$ cat src/rtl/maj_net_eval_pkg.sv
// Shared types and width helpers for the majority-network evaluator.
package maj_net_eval_pkg;

  // Widest source index any instance may use; narrower indices are zero-extended.
  localparam int MAX_SW = 8;

  typedef enum logic [1:0] {
    ST_IDLE,
    ST_EVAL,
    ST_DONE
  } state_t;

  // One fanin: source index plus optional inversion.
  typedef struct packed {
    logic              inv;
    logic [MAX_SW-1:0] sel;
  } fanin_t;

  // Source index width: constant 0, the primary inputs, then the nodes.
  function automatic int calc_sw(input int n_in, input int n_nodes);
    return $clog2(1 + n_in + n_nodes);
  endfunction

  // Config address width: node entries plus one output-select entry.
  function automatic int calc_aw(input int n_nodes);
    return $clog2(n_nodes + 1);
  endfunction

  // Node counter width.
  function automatic int calc_kw(input int n_nodes);
    return (n_nodes > 1) ? $clog2(n_nodes) : 1;
  endfunction

endpackage

$ cat src/rtl/maj_fanin_mux.sv
// Selects one source bit by index and optionally inverts it.
// Indices beyond the real source range fall into zero padding and read 0.
module maj_fanin_mux
  import maj_net_eval_pkg::*;
#(
  parameter int N_SRC = 16
) (
  input  logic [N_SRC-1:0] src,
  input  fanin_t           f,
  output logic             val
);

  logic [(1<<MAX_SW)-1:0] src_pad;

  // Zero-pad the source vector so every representable index is safe.
  always_comb begin
    src_pad              = '0;
    src_pad[N_SRC-1:0]   = src;
  end

  assign val = src_pad[f.sel] ^ f.inv;

endmodule

$ cat src/rtl/maj_net_eval.sv
// Sequential evaluator for a configurable network of 3-input majority nodes.
// One node is computed per cycle in index order, so a node only ever sees
// registered values: earlier nodes from this pass, later nodes still cleared.
module maj_net_eval
  import maj_net_eval_pkg::*;
#(
  parameter  int N_IN    = 7,
  parameter  int N_NODES = 8,
  localparam int SW      = calc_sw(N_IN, N_NODES),
  localparam int AW      = calc_aw(N_NODES)
) (
  input  logic                clk,
  input  logic                rst,
  input  logic                cfg_we,
  input  logic [AW-1:0]       cfg_addr,
  input  logic [3*(SW+1)-1:0] cfg_data,
  output logic                cfg_ready,
  input  logic                in_valid,
  output logic                in_ready,
  input  logic [N_IN-1:0]     in_data,
  output logic                out_valid,
  input  logic                out_ready,
  output logic                out_data
);

  localparam int KW    = calc_kw(N_NODES);
  localparam int N_SRC = 1 + N_IN + N_NODES;

  state_t              state_reg;
  logic [KW-1:0]       k_reg;
  logic [N_IN-1:0]     x_reg;
  logic [N_NODES-1:0]  node_reg;

  fanin_t              node_tab [N_NODES][3];
  fanin_t              out_tab;
  fanin_t [2:0]        cfg_field;

  logic [N_SRC-1:0]    src_vec;
  logic [2:0]          fan_val;
  logic                node_val;
  logic                out_val;
  logic                cfg_wr;

  // Source order: index 0 = constant 0, then x, then nodes.
  assign src_vec  = {node_reg, x_reg, 1'b0};
  assign cfg_wr   = cfg_we && (state_reg == ST_IDLE);

  // Unpack the three {inv, sel} fields of a config word, field 0 in the LSBs.
  for (genvar gi = 0; gi < 3; gi++) begin : g_field
    assign cfg_field[gi] = {cfg_data[gi*(SW+1)+SW], MAX_SW'(cfg_data[gi*(SW+1) +: SW])};
  end

  // Three fanin muxes for the node currently being evaluated.
  for (genvar gi = 0; gi < 3; gi++) begin : g_fanin
    maj_fanin_mux #(.N_SRC(N_SRC)) u_mux (
      .src (src_vec),
      .f   (node_tab[k_reg][gi]),
      .val (fan_val[gi])
    );
  end

  assign node_val = (fan_val[0] & fan_val[1]) | (fan_val[0] & fan_val[2]) |
                    (fan_val[1] & fan_val[2]);

  maj_fanin_mux #(.N_SRC(N_SRC)) u_out_mux (
    .src (src_vec),
    .f   (out_tab),
    .val (out_val)
  );

  // Configuration table: cleared on reset, writable only while idle.
  always_ff @(posedge clk) begin
    if (rst) begin
      for (int n = 0; n < N_NODES; n++) begin
        for (int f = 0; f < 3; f++) begin
          node_tab[n][f] <= '0;
        end
      end
      out_tab <= '0;
    end else if (cfg_wr) begin
      if (cfg_addr == AW'(N_NODES)) begin
        out_tab <= cfg_field[0];
      end else if (cfg_addr < AW'(N_NODES)) begin
        for (int f = 0; f < 3; f++) begin
          node_tab[cfg_addr[KW-1:0]][f] <= cfg_field[f];
        end
      end
    end
  end

  // Control FSM: accept a vector, sweep the nodes once, hold the result.
  always_ff @(posedge clk) begin
    if (rst) begin
      state_reg <= ST_IDLE;
      k_reg     <= '0;
      x_reg     <= '0;
      node_reg  <= '0;
    end else begin
      case (state_reg)
        ST_IDLE: begin
          if (in_valid) begin
            x_reg     <= in_data;
            node_reg  <= '0;
            k_reg     <= '0;
            state_reg <= ST_EVAL;
          end
        end
        ST_EVAL: begin
          node_reg[k_reg] <= node_val;
          k_reg           <= k_reg + KW'(1);
          if (k_reg == KW'(N_NODES - 1)) begin
            state_reg <= ST_DONE;
          end
        end
        ST_DONE: begin
          if (out_ready) begin
            state_reg <= ST_IDLE;
          end
        end
        default: state_reg <= ST_IDLE;
      endcase
    end
  end

  assign in_ready  = (state_reg == ST_IDLE);
  assign cfg_ready = (state_reg == ST_IDLE);
  assign out_valid = (state_reg == ST_DONE);
  // Nodes, inputs and table are frozen in DONE, so this is stable while held.
  assign out_data  = (state_reg == ST_DONE) && out_val;

endmodule
$ cat config.mk
export PLATFORM = sky130hd
export DESIGN_NAME = maj_net_eval
export DESIGN_NICKNAME = d
export VERILOG_FILES = /design/src/rtl/maj_net_eval_pkg.sv /design/src/rtl/maj_fanin_mux.sv /design/src/rtl/maj_net_eval.sv
export SDC_FILE = /design/constraint.sdc
export NUM_CORES = 1
export LEC_CHECK = 0
export CORE_ASPECT_RATIO = 0.9
export CORE_UTILIZATION = 60
export DETAILED_ROUTE_END_ITERATION = 7
export GPL_TIMING_DRIVEN = 1
export HOLD_SLACK_MARGIN = 0.02
export PLACE_DENSITY = 0.83
export SLEW_MARGIN = 20
export SYNTH_ARGS = -nofsm -noshare
export SYNTH_HDL_FRONTEND = slang
export SYNTH_SLANG_ARGS = --single-unit
$ cat constraint.sdc
create_clock -name clk -period 4.1 [get_ports clk]
set_input_delay 0.615 -clock clk [delete_from_list [all_inputs] [get_ports clk]]
set_output_delay 0.615 -clock clk [all_outputs]
set_load 0.05 [all_outputs]
==> flow_metrics.env <==
export IMPL_setup_tns_final_ns=0
export IMPL_ir_worst_vdd_mv=0.3265
export IMPL_hpwl_microns=11210
export IMPL_cellPowerDensity_mw_per_mm2=430.6
export IMPL_r2r_cells=10
export IMPL_tightest_slew_ns=0.7177
export IMPL_cts_max_path_buffers=2
export IMPL_synth_edf_count=120
export IMPL_leakage_nw=3.073
export IMPL_cp_cell_sequence="mux4_2, mux4_2, xnor2_1, nor2_1, clkdlybuf4s50_1"
export IMPL_finalSetupViolCount=0
export IMPL_htreeDepth=4
export IMPL_antennaDiodeCount=0
export IMPL_cp_required_ns=3.48
export IMPL_drive_above_1_share_pct=16.78
export IMPL_postRouteAntennaNets=0
export IMPL_clkTransAtPathRegs_ns=0.06
export IMPL_clock_skew_ns=0.005702
export IMPL_worstPathBufferInverterCount=1
export IMPL_post_cts_setup_buffers=0
export IMPL_dieHeight_microns=106.5
export IMPL_grt_pass1_vias=4802
export IMPL_crit_family="multiplexers"
export IMPL_max_cap_violations=0
export IMPL_drt_iter0_markers=695
export IMPL_drc=0
export IMPL_hold_viol_final=0
export IMPL_cp_end_kind="output pin"
export IMPL_post_route_period_util_pct=88.98
export IMPL_io_pins=35
export IMPL_io_buffers=34
export IMPL_setup_ws_ns=0.4518
export IMPL_wire_per_inst_microns=23.25
export IMPL_clk_latency_ns=0.43
export IMPL_fill_cells=764
export IMPL_routed_wl_microns=17620
export IMPL_async_flop_share_pct=0
export IMPL_crit_type="flip-flop to output pin"
export IMPL_grt_pass1_wl_microns=27210
export IMPL_synth_fp_nets=581
export IMPL_antenna_found_initial=1
export IMPL_hold_class="flip-flop to flip-flop"
export IMPL_die_area_sq_mm=0.01257
export IMPL_postSynthCellCount=548
export IMPL_worstHoldStart="x_reg[1]"
export IMPL_r2r_end="node_reg[5]"
export IMPL_status="finished, final reports clean"
export IMPL_largest_reg_flops=120
export IMPL_post_place_ws_ns=0.6983
export IMPL_slowest_delay_ns=0.81
export IMPL_yosysWarnings=0
export IMPL_synthDistinctLibCells=54
export IMPL_power_mw=3.611
export IMPL_cts_inserted_buffers=17
export IMPL_min_period_ns=3.648
export IMPL_place_congestion=0.9169
export IMPL_path_depth=5
export IMPL_firstDrtPassIters=5
export IMPL_cts_sink_count=148
export IMPL_min_to="x_reg[1]"
export IMPL_ctsResizeCount=0
export IMPL_synth_flop_cell="edfxtp_1"
export IMPL_whs_path_depth=2
export IMPL_grt_max_degree=30
export IMPL_row_count=37
export IMPL_core_area_sq_mm=0.01162
export IMPL_worst_r2r_setup_slack_ns=0.61
export IMPL_vias=4755
export IMPL_cts_tree="yes"
export IMPL_drv_slew=0
export IMPL_path_max_fanout=6
export IMPL_start_kind="flip-flop"
export IMPL_whs_ns=0.4855
export IMPL_fmaxAchievable_ghz=0.2741
export IMPL_worstPathArrival_ns=3.03
export IMPL_synthToLayoutAreaGrowth_pct=15.22
export IMPL_ctsHoldBuffers=0
export IMPL_grt_overflow_total=0
export IMPL_nNetsFinal=622
export IMPL_ys_seq_area_share_pct=57.22
export IMPL_ys_ff_latch=148
export IMPL_syn_area_sq_mm=0.007277
export IMPL_start_util_pct=62.63
export IMPL_groute_usage_overall_pct=30.51
export IMPL_root_buffer="clkbuf_16"
export IMPL_vias_per_cell=6.273
export IMPL_relSlewSlack_pct=52.09
export IMPL_cp_slowest_cell="clkdlybuf4s50_1"
export IMPL_syn_area_per_cell_sq_um=13.28
export IMPL_cpMostUsedCell="mux4_2"
export IMPL_die_w_microns=118.1
export IMPL_rsz0062_at_grt="no"
[layout by cell type (no fill, tap or decap), types with 4 or more instances in the layout]
| cell | n |
|---|---|
| nor2b_1 | 7 |
| a22oi_1 | 6 |
| o21ai_0 | 8 |
| inv_6 | 4 |
| clkbuf_16 | 17 |
| nand2b_1 | 6 |
| mux2i_1 | 36 |
| edfxtp_1 | 120 |
| buf_4 | 14 |
| nand3_1 | 17 |
| and3_1 | 4 |
| inv_1 | 5 |
| a21oi_1 | 8 |
| clkdlybuf4s50_1 | 34 |
| o211ai_1 | 4 |
| dfxtp_1 | 28 |
| mux4_2 | 28 |
| or2_2 | 9 |
| nand2_1 | 31 |
| mux2_2 | 11 |
| nor3_1 | 5 |
| nor2_1 | 24 |
| and2_1 | 122 |
[per-stage QoR]
step	std cells	cell area (sq um)	util, %
3_5_place_dp	726	7781	66.96
4_1_cts	758	8384	72.15
5_1_grt	758	8384	72.15
3_3_place_gp	726	7781	66.96
6_report	758	8384	72.15
2_1_floorplan	548	7277	-
[how the worst max path moves through the flow]
stage                    start           to  slack, ns
floorplan           out_tab[0]     out_data       1.17
global placement     flip-flop  node_reg[1]       0.80
detailed placement   flip-flop  node_reg[3]       0.70
CTS                 out_tab[0]     out_data       0.44
global route        out_tab[0]     out_data       0.32
finish              out_tab[0]     out_data       0.45
[final cells by class]
class | count | area (sq um) | share of cell area, %
Clock inverter | 14 | 173.9 | 2.074
Inverter | 5 | 18.77 | 0.2238
Sequential cell | 148 | 4164 | 49.66
Timing Repair Buffer | 49 | 465.4 | 5.551
Clock buffer | 18 | 429.2 | 5.119
Tap cell | 156 | 195.2 | 2.328
Multi-Input combinational cell | 368 | 2938 | 35.04
[worst reg2reg max path: stages (launching register included)]
cell and delay [ns]:
dfxtp_1 0.78, buf_12 0.27, mux2i_1 0.15, a22o_1 0.28, or2_2 0.40, a211oi_1 0.30, a221oi_1 0.13, a22oi_1 0.25
xor2_1 0.38, maj3_2 0.34, a31o_1 0.15
[cell families after synthesis]
kind of cell,after synthesis,share of synthesized area [%]
adder cells (fa/ha/maj),3,0.4986
multiplexers,79,16.33
AO/OA/AOI/OAI,48,4.969
AND/OR/NAND/NOR,234,17.98
XOR/XNOR,4,0.5847
flip-flops,148,57.22
buffers and inverters,32,2.407
[synthesized netlist by cell type, drive strengths merged (2+ instances only)]
master / instances / area, sq um
nor3: 5 / 25.02
and2: 122 / 763.2
mux2: 12 / 135.1
xnor2: 3 / 33.79
ha: 2 / 25.02
a22o: 2 / 17.52
a21oi: 8 / 40.04
nor2b: 7 / 43.79
edfxtp: 120 / 3603
nand2: 31 / 116.4
inv: 5 / 18.77
nand3: 17 / 85.08
mux4: 29 / 656.9
clkbuf: 15 / 56.30
dfxtp: 28 / 560.5
o22ai: 3 / 18.77
a221oi: 3 / 26.28
nand2b: 6 / 37.54
a22oi: 6 / 45.04
mux2i: 38 / 396.6
a31o: 4 / 35.04
and3: 4 / 25.02
o21ai: 8 / 40.04
or2: 11 / 68.82
buf: 12 / 100.1
o221ai: 2 / 17.52
o211ai: 5 / 51.30
nor3b: 3 / 22.52
nor2: 24 / 90.09
o22a: 2 / 17.52
[power by group]
part / switching, mW / total, mW / internal (mW)
combinational: 0.168 / 0.293 / 0.126
sequential: 0.0316 / 1.71 / 1.68
clock: 0.647 / 1.61 / 0.963
[metal layers]
| metal | GRT usage, % | vias up | wire, microns |
|---|---|---|---|
| li1 | - | 2104 | - |
| met1 | 40.38 | 2391 | 7162 |
| met2 | 50.34 | 234 | 8800 |
| met3 | 6.599 | 26 | 1343 |
| met4 | 10.26 | 0 | 315 |
| met5 | 0 | - | 0 |
Power figures use the tool's default switching activity.
